==> config.mk <==
export PLATFORM = sky130hd
export DESIGN_NAME = mem_arbiter
export DESIGN_NICKNAME = d
export VERILOG_FILES = /design/src/rtl/mem_arbiter.sv
export SDC_FILE = /design/constraint.sdc
export NUM_CORES = 1
export LEC_CHECK = 0
export ABC_AREA = 1
export ABC_CLOCK_PERIOD_IN_PS = 45700
export CAP_MARGIN = 20
export CELL_PAD_IN_SITES_DETAIL_PLACEMENT = 1
export CELL_PAD_IN_SITES_GLOBAL_PLACEMENT = 1
export CORE_AREA = 2 2 289 291
export CTS_CLUSTER_SIZE = 10
export DETAILED_ROUTE_END_ITERATION = 8
export DIE_AREA = 0 0 291 293
export MAX_ROUTING_LAYER = met4
export PLACE_DENSITY = 0.69
export SYNTH_ARGS = -nofsm -noshare
export SYNTH_HDL_FRONTEND = slang
export SYNTH_SLANG_ARGS = --single-unit
==> constraint.sdc <==
create_clock -name clk -period 45.7 [get_ports clk]
set_clock_uncertainty 0.1 [all_clocks]
set_input_delay 9.14 -clock clk [delete_from_list [all_inputs] [get_ports clk]]
set_output_delay 9.14 -clock clk [all_outputs]
set_load 0.005 [all_outputs]
==> src/rtl/mem_arbiter.sv <==
// Purpose : shares one backing-memory port between icache refills and dcache refill/writeback.
// Latency : grant to mem_req_valid 1 cycle; accept to write ack 1 cycle; mem_resp to resp pulse 1 cycle.
// Backpress: mem_req_* held stable while mem_req_ready is low; requesters hold until their resp pulse.
module mem_arbiter #(
    parameter int ADDR_W = 32,
    parameter int DATA_W = 128
) (
    input  logic              clk,
    input  logic              reset,
    // icache read port
    input  logic              ic_req_valid,
    input  logic [ADDR_W-1:0] ic_req_addr,
    output logic              ic_resp_valid,
    output logic [DATA_W-1:0] ic_resp_data,
    // dcache read/writeback port
    input  logic              dc_req_valid,
    input  logic              dc_req_rw,
    input  logic [ADDR_W-1:0] dc_req_addr,
    input  logic [DATA_W-1:0] dc_req_wdata,
    output logic              dc_resp_valid,
    output logic [DATA_W-1:0] dc_resp_data,
    // backing memory port
    output logic              mem_req_valid,
    input  logic              mem_req_ready,
    output logic              mem_req_rw,
    output logic [ADDR_W-1:0] mem_req_addr,
    output logic [DATA_W-1:0] mem_req_data,
    input  logic              mem_resp_valid,
    input  logic [DATA_W-1:0] mem_resp_data,
    // status
    output logic              busy,
    output logic              grant_dc
);

    typedef enum logic [1:0] {
        S_IDLE  = 2'd0,
        S_ISSUE = 2'd1,
        S_WAIT  = 2'd2
    } state_t;

    // Captured request of the granted requester; drives the memory port directly.
    typedef struct packed {
        logic              rw;
        logic [ADDR_W-1:0] addr;
        logic [DATA_W-1:0] data;
    } req_t;

    state_t state;
    state_t state_nxt;

    req_t   cap_q;
    req_t   cap_d;
    logic   req_vld_q;
    logic   req_vld_d;
    logic   last_dc;

    logic   ic_elig;
    logic   dc_elig;
    logic   any_elig;
    logic   pick_dc;
    logic   handshake;

    logic   grant_load;
    logic   wr_done;
    logic   rd_done;
    logic   ic_done;
    logic   dc_done;

    // A requester whose response is pulsing this cycle still shows its old request;
    // masking it prevents a duplicate transaction for the same miss.
    assign ic_elig   = ic_req_valid & ~ic_resp_valid;
    assign dc_elig   = dc_req_valid & ~dc_resp_valid;
    assign any_elig  = ic_elig | dc_elig;

    // Round robin: a lone eligible requester wins; on contention the one not served last wins.
    assign pick_dc   = dc_elig & (~ic_elig | ~last_dc);

    assign handshake = req_vld_q & mem_req_ready;

    // Build the capture value for whichever requester wins this cycle.
    always_comb begin
        cap_d = '0;
        if (pick_dc) begin
            cap_d.rw   = dc_req_rw;
            cap_d.addr = dc_req_addr;
            cap_d.data = dc_req_rw ? dc_req_wdata : '0;
        end else begin
            cap_d.rw   = 1'b0;
            cap_d.addr = ic_req_addr;
            cap_d.data = '0;
        end
    end

    // State register; reset aborts any transaction immediately.
    always_ff @(posedge clk or posedge reset) begin
        if (reset) begin
            state <= S_IDLE;
        end else begin
            state <= state_nxt;
        end
    end

    // Next-state: writes finish at the handshake, reads wait for the memory response.
    always_comb begin
        state_nxt = state;
        case (state)
            S_IDLE: begin
                if (any_elig) begin
                    state_nxt = S_ISSUE;
                end
            end
            S_ISSUE: begin
                if (handshake) begin
                    state_nxt = cap_q.rw ? S_IDLE : S_WAIT;
                end
            end
            S_WAIT: begin
                if (mem_resp_valid) begin
                    state_nxt = S_IDLE;
                end
            end
            default: state_nxt = S_IDLE;
        endcase
    end

    // Output decode: strobes that update the registered outputs on the next edge.
    always_comb begin
        grant_load = 1'b0;
        req_vld_d  = 1'b0;
        wr_done    = 1'b0;
        rd_done    = 1'b0;
        case (state)
            S_IDLE: begin
                grant_load = any_elig;
                req_vld_d  = any_elig;
            end
            S_ISSUE: begin
                req_vld_d  = ~handshake;
                wr_done    = handshake & cap_q.rw;
            end
            S_WAIT: begin
                rd_done    = mem_resp_valid;
            end
            default: begin
                grant_load = 1'b0;
            end
        endcase
    end

    // Completion routing uses the last grant, which is stable for the whole transaction.
    assign ic_done = rd_done & ~last_dc;
    assign dc_done = wr_done | (rd_done & last_dc);

    // Memory-side request registers and grant history.
    always_ff @(posedge clk or posedge reset) begin
        if (reset) begin
            req_vld_q <= 1'b0;
            cap_q     <= '0;
            last_dc   <= 1'b0;
        end else begin
            req_vld_q <= req_vld_d;
            if (grant_load) begin
                cap_q   <= cap_d;
                last_dc <= pick_dc;
            end
        end
    end

    // Response pulses and per-requester read data; data holds until that requester's next read.
    always_ff @(posedge clk or posedge reset) begin
        if (reset) begin
            ic_resp_valid <= 1'b0;
            dc_resp_valid <= 1'b0;
            ic_resp_data  <= '0;
            dc_resp_data  <= '0;
        end else begin
            ic_resp_valid <= ic_done;
            dc_resp_valid <= dc_done;
            if (ic_done) begin
                ic_resp_data <= mem_resp_data;
            end
            if (rd_done & last_dc) begin
                dc_resp_data <= mem_resp_data;
            end
        end
    end

    assign mem_req_valid = req_vld_q;
    assign mem_req_rw    = cap_q.rw;
    assign mem_req_addr  = cap_q.addr;
    assign mem_req_data  = cap_q.data;

    assign busy          = (state != S_IDLE);
    assign grant_dc      = last_dc;

endmodule
==> results of run 1 <==
cell type report:
| cell class | count | area (sq um) | area share |
|---|---|---|---|
| Sequential cell | 423 | 10600 | 0.384 |
| Timing Repair Buffer | 762 | 7630 | 0.276 |
| Multi-Input combinational cell | 1213 | 5720 | 0.207 |
| Clock buffer | 72 | 1430 | 0.0517 |
| Tap cell | 1070 | 1340 | 0.0485 |
| Inverter | 202 | 766 | 0.0278 |
| Clock inverter | 7 | 83.8 | 0.00304 |
| Antenna cell | 15 | 37.5 | 0.00136 |
critical path: cells and delay by family:
family / cells / cell delay, ns
and+or+nand+nor: 1 / 0.61
buffers and inverters: 3 / 2.21
AOI/OAI and AO/OA: 1 / 0.22
registers in the layout, indices dropped and copies added, names as in the netlist:
register and count:
mem_req_valid 1, ic_resp_valid 1, grant_dc 1, dc_resp_data 128, ic_resp_data 128, mem_req_data 128, state 2, dc_resp_valid 1
mem_req_addr 32, mem_req_rw 1
worst max-delay path by stage:
| stage | from | to | slack (ns) | cells past startpoint |
|---|---|---|---|---|
| floorplan | reset | dc_resp_data[0]$_DFFE_PP0P_ | 24.68 | 1 |
| global placement | mem_resp_valid | ic_resp_data[48]$_DFFE_PP0P_ | 33.21 | 5 |
| detailed placement | mem_resp_valid | ic_resp_data[48]$_DFFE_PP0P_ | 33.12 | 5 |
| CTS | mem_resp_valid | ic_resp_data[43]$_DFFE_PP0P_ | 33.72 | 6 |
| global route | mem_resp_valid | ic_resp_data[43]$_DFFE_PP0P_ | 33.37 | 6 |
| finish | mem_resp_valid | ic_resp_data[43]$_DFFE_PP0P_ | 33.64 | 5 |
cell usage after synthesis:
| master | count | area (sq um) |
|---|---|---|
| nand2_1 | 620 | 2330 |
| nand3_1 | 67 | 335 |
| buf_12 | 1 | 20.0 |
| buf_6 | 13 | 146 |
| nand4_1 | 1 | 6.26 |
| nor2_2 | 1 | 6.26 |
| inv_1 | 199 | 747 |
| nor2_4 | 2 | 22.5 |
| buf_4 | 9 | 67.6 |
| nand2_2 | 2 | 12.5 |
| clkbuf_1 | 38 | 143 |
| buf_1 | 4 | 15.0 |
| nand2_4 | 1 | 11.3 |
| nand3_2 | 3 | 30.0 |
| dfrtp_1 | 423 | 10600 |
| o21ai_2 | 11 | 96.3 |
| buf_2 | 75 | 375 |
| buf_8 | 1 | 15.0 |
| nor2_1 | 2 | 7.51 |
| clkbuf_2 | 1 | 5.00 |
| inv_2 | 3 | 11.3 |
| nand3b_1 | 128 | 961 |
| o21ai_0 | 51 | 255 |
| o21ai_1 | 324 | 1620 |
cells by family (layout without fill, tap and decap cells):
| logic type | after synthesis | after routing | synth area share |
|---|---|---|---|
| other | 0 | 15 | 0 |
| flip-flops | 423 | 423 | 0.594 |
| buffers and inverters | 344 | 1043 | 0.0867 |
| AO/OA/AOI/OAI | 386 | 386 | 0.111 |
| AND/OR/NAND/NOR | 827 | 827 | 0.209 |
per-layer routing:
layer | GRT usage | share of wire
met2 | 0.265 | 0.48
met1 | 0.180 | 0.39
met3 | 0.0691 | 0.099
met4 | 0.0586 | 0.032
met5 | - | 0
power groups by stage:
stage / logic [mW] / clock network [mW] / registers [mW]
4_1_cts: 0.704 / 0.391 / 0.637
5_1_grt: 0.756 / 0.405 / 0.658
3_5_place_dp: 0.700 / 0 / 0.640
6_report: 0.690 / 0.377 / 0.636
2_1_floorplan: 0.242 / 0 / 0.641
3_3_place_gp: 0.689 / 0 / 0.636
==> run metrics, run 1 <==
status finished, final reports clean; type of origin of the critical path input pin; Lkg Pwr 12.4 nW; commonest cells after routing, fill and taps aside 747 x clkdlybuf4s50_1, 620 x nand2_1, 423 x dfrtp_1; core area 81,800 sq um; layout cells sized above 1 0.0384; required time of the worst setup path 46.01 ns; Post CTS Setup Buffer Count 0; final critical-path setup slack 33.64 ns; hold slack 0.375 ns; drt wl/cell 18.5 microns; Crit Path Class in2reg; area grow syn2layout 54.8%; Final setup viols 0; hold crit path type reg2reg; Fill cells 9,538; dpl hpwl 50,800 microns; remaining antenna violation count 0; vias per cell 4.25; cell count after placement 3,670; CTS tree done; Max Slew Vio Count 0; Max IR drop VDD 0.0000253 V; Synth Register Bits 423; vias 16,000; Global Route Usage Sum 0.164; Hold Path Depth 2; Starting Density 0.218; period utilization 0.264; Final Non-Filler Cells 3,764; PwrDens 61.7 nW/um^2; Critical Path Fanout Max 103; Die Y 293 microns; initial antenna violation count 23; R2R setup slack 42.04 ns; switch share 0.333; Max Clk Rate 82.9 MHz; Port Buffer Count 748; synth warn 0; DRC viols 0; Die ar. 85,300 sq um; Root Driver clkbuf_16; post-CTS sizing 0; Tmin final 12.06 ns; power after layout 1.70 mW; Skew-Pair Late Insertion Delay 0.58 ns; Die X 291 microns; GP Congestion 0.798; Int Power 1.14 mW; Post-Route WL 69,700 microns; power share of the clock group 0.222; CTS max path bufs 3; net load switching power 568 uW; hold path startpoint mem_req_addr[14]$_DFFE_PP0P_; Congestion Overflow GR 0; CTS H-tree depth 2; CTS clk-pin slew, worst paths 0.06 ns; Max Cap Violations 0; drt first pass iters 5; CP max stage delay 0.88 ns; combinational share of power 0.405; R2R depth 5; RSZ-0062 raised after global routing no; Crit. End Element register; pre-CTS WS 33.12 ns; Post-Syn Nets 2,307; sequential share of power 0.373; Finished Cell Area 27,600 sq um; mapped cell area 17,800 sq um; Post-Syn Instances 1,980; Hold Path End mem_req_addr[14]$_DFFE_PP0P_; final core occ 0.337; vias in the first global route 16,800; Yosys cell types 24; reg-to-reg endpoint ic_resp_data[43]$_DFFE_PP0P_; setup TNS 0 ns; CP Cell Sequence clkdlybuf4s50_1 -> nand3_4 -> buf_4 -> buf_4 -> o21ai_0; total CTS buffers 52; Total Nets Final 2,981; Most common cell on crit path buf_4; Syn Area/Cell 9.00 sq um; R2R Path Start grant_dc$_DFFE_PP0P_; drt initial violations 686; largest net degree at the start of global routing 200; hold_buf cts 0; Cell Area, Placed 26,000 sq um; Ports 749; row count 105; sequential-to-total area share from yosys stat 0.594; commonest non-fill, non-tap cell in the layout clkdlybuf4s50_1; first-pass GRT wire length 104,000 microns; crit path max-delay cell type buf_4; Worst EP arrival 12.37 ns; worst slew pin tran 1.05 ns; Num Clock Sinks 423; Rel. slew slack 0.297; Hold Fails Final Rpt 0
No activity file was read; power rests on OpenSTA's default activity.
==> run 2, diff against run 1 <==
==> config.mk (replaced) <==
export PLATFORM = sky130hd
export DESIGN_NAME = mem_arbiter
export DESIGN_NICKNAME = d
export VERILOG_FILES = /design/src/rtl/mem_arbiter.sv
export SDC_FILE = /design/constraint.sdc
export NUM_CORES = 1
export LEC_CHECK = 0
export ABC_AREA = 1
export ABC_CLOCK_PERIOD_IN_PS = 10200
export CAP_MARGIN = 20
export CELL_PAD_IN_SITES_DETAIL_PLACEMENT = 1
export CELL_PAD_IN_SITES_GLOBAL_PLACEMENT = 1
export CORE_AREA = 2 2 287 289
export CTS_CLUSTER_SIZE = 10
export DETAILED_ROUTE_END_ITERATION = 8
export DIE_AREA = 0 0 289 291
export MAX_ROUTING_LAYER = met4
export PLACE_DENSITY = 0.72
export SYNTH_ARGS = -nofsm -noshare
export SYNTH_HDL_FRONTEND = slang
export SYNTH_SLANG_ARGS = --single-unit
==> constraint.sdc (replaced) <==
create_clock -name clk -period 10.2 [get_ports clk]
set_clock_uncertainty 0.1 [all_clocks]
set_input_delay 2.04 -clock clk [delete_from_list [all_inputs] [get_ports clk]]
set_output_delay 2.04 -clock clk [all_outputs]
set_load 0.005 [all_outputs]
==> run metrics, run 2 (synthesis gave the netlist of run 1 again) <==
status finished, final reports clean; type of origin of the critical path register; first-pass GRT wire length 104,000 microns; combinational share of power 0.408; period utilization 0.413; CTS clk-pin slew, worst paths 0.06 ns; Die ar. 84,100 sq um; CTS H-tree depth 2; worst slew pin tran 1.12 ns; register area 10,600 sq um; Multi-input gate area 5720 sq um; drt wl/cell 18.5 microns; Root Driver clkbuf_16; largest net degree at the start of global routing 214; dpl hpwl 50,200 microns; Int Power 5.09 mW; Final setup viols 0; Port Buffer Count 748; Skew-Pair Late Insertion Delay 0.60 ns; switch share 0.331; Crit Path Class reg2out; row count 105; Top Family by Delay on Critical Path buffers and inverters; Starting Density 0.220; drt initial violations 649; layout cells sized above 1 0.0377; Tmin final 4.21 ns; Post CTS Setup Buffer Count 0; Num Clock Sinks 423; Congestion Overflow GR 0; Die Y 291 microns; Crit. End Element output port; Lkg Pwr 12.4 nW; Global Route Usage Sum 0.165; hold_buf cts 0; Fill cells 9,461; vias 16,000; Worst EP arrival 2.07 ns; commonest non-fill, non-tap cell in the layout clkdlybuf4s50_1; GP Congestion 0.824; post-CTS sizing 0; Total Nets Final 2,980; initial antenna violation count 20; PwrDens 276 nW/um^2; crit path max-delay cell type clkdlybuf4s50_1; Critical Path Fanout Max 4; DRC viols 0; drt first pass iters 4; Max Clk Rate 238 MHz; commonest cells after routing, fill and taps aside 747 x clkdlybuf4s50_1, 620 x nand2_1, 423 x dfrtp_1; pre-CTS WS 5.33 ns; setup TNS 0 ns; total CTS buffers 51; CP Cell Sequence nor2_2 -> inv_1 -> clkdlybuf4s50_1; WP buf/inv 2; Hold Fails Final Rpt 0; Cell Area, Placed 26,100 sq um; Finished Cell Area 27,600 sq um; CTS tree done; CP max stage delay 0.49 ns; sequential share of power 0.372; vias in the first global route 16,700; Max IR drop VDD 0.000304 V; RSZ-0062 raised after global routing no; Die X 289 microns; vias per cell 4.26; hold crit path type reg2reg; Rel. slew slack 0.253; final critical-path setup slack 5.99 ns; CTS max path bufs 3; Max Cap Violations 0; hold slack 0.375 ns; Max Slew Vio Count 0; remaining antenna violation count 0; Ports 749; power share of the clock group 0.220; power after layout 7.61 mW; net load switching power 2.52 mW; Post-Route WL 69,500 microns; core area 81,200 sq um; area grow syn2layout 54.8%; required time of the worst setup path 8.06 ns
## run 2: path summary, 6_finish.rpt
kind	startpoint	endpoint	slack, ns	cells after the start
worst max register to register	grant_dc$_DFFE_PP0P_	dc_resp_data[7]$_DFFE_PP0P_	7.40	3
max in group asynchronous	reset	dc_resp_data[88]$_DFFE_PP0P_	6.59	4
worst min-delay path	mem_req_addr[15]$_DFFE_PP0P_	mem_req_addr[15]$_DFFE_PP0P_	0.38	2
worst min register to register	mem_req_addr[15]$_DFFE_PP0P_	mem_req_addr[15]$_DFFE_PP0P_	0.38	2
min in group asynchronous	reset	ic_resp_data[55]$_DFFE_PP0P_	1.91	3
worst max-delay path	state[0]$_DFFE_PP0P_	busy	5.99	3
## run 2: power by group through the flow
stage / Combinational, mW / Clock (mW) / Sequential [mW]
after global routing: 3.42 / 1.80 / 2.92
after global placement: 3.08 / 0 / 2.82
after CTS: 3.15 / 1.74 / 2.84
after floorplan: 1.08 / 0 / 2.87
final: 3.10 / 1.68 / 2.83
after detailed placement: 3.13 / 0 / 2.85
## run 2: area by class of cell
| class | instances | area share |
|---|---|---|
| tap | 1070 | 0.0485 |
| sequential | 423 | 0.384 |
| antenna | 12 | 0.00109 |
| timing repair buffer | 762 | 0.278 |
| inverter | 202 | 0.0276 |
| multi-input combinational | 1213 | 0.207 |
| clock buffer | 71 | 0.0512 |
| clock inverter | 6 | 0.00263 |
## run 2: routing by layer
layer | global-route usage | up-vias | share of wire
met5 | - | - | 0
met2 | 0.265 | 566 | 0.48
met3 | 0.0690 | 120 | 0.11
met1 | 0.179 | 7667 | 0.38
li1 | - | 7647 | -
met4 | 0.0656 | 0 | 0.038
## run 2: through the flow
step                std cells  utilization
floorplan                1980            -
global placement         3669        0.321
detailed placement       3669        0.321
CTS                      3746        0.339
global route             3759        0.340
finish                   3759        0.340
## run 2: worst min-delay path: stages, from the launching register on
cell	delay [ns]
dfrtp_1	0.34
nand2_1	0.05
nand2_1	0.05
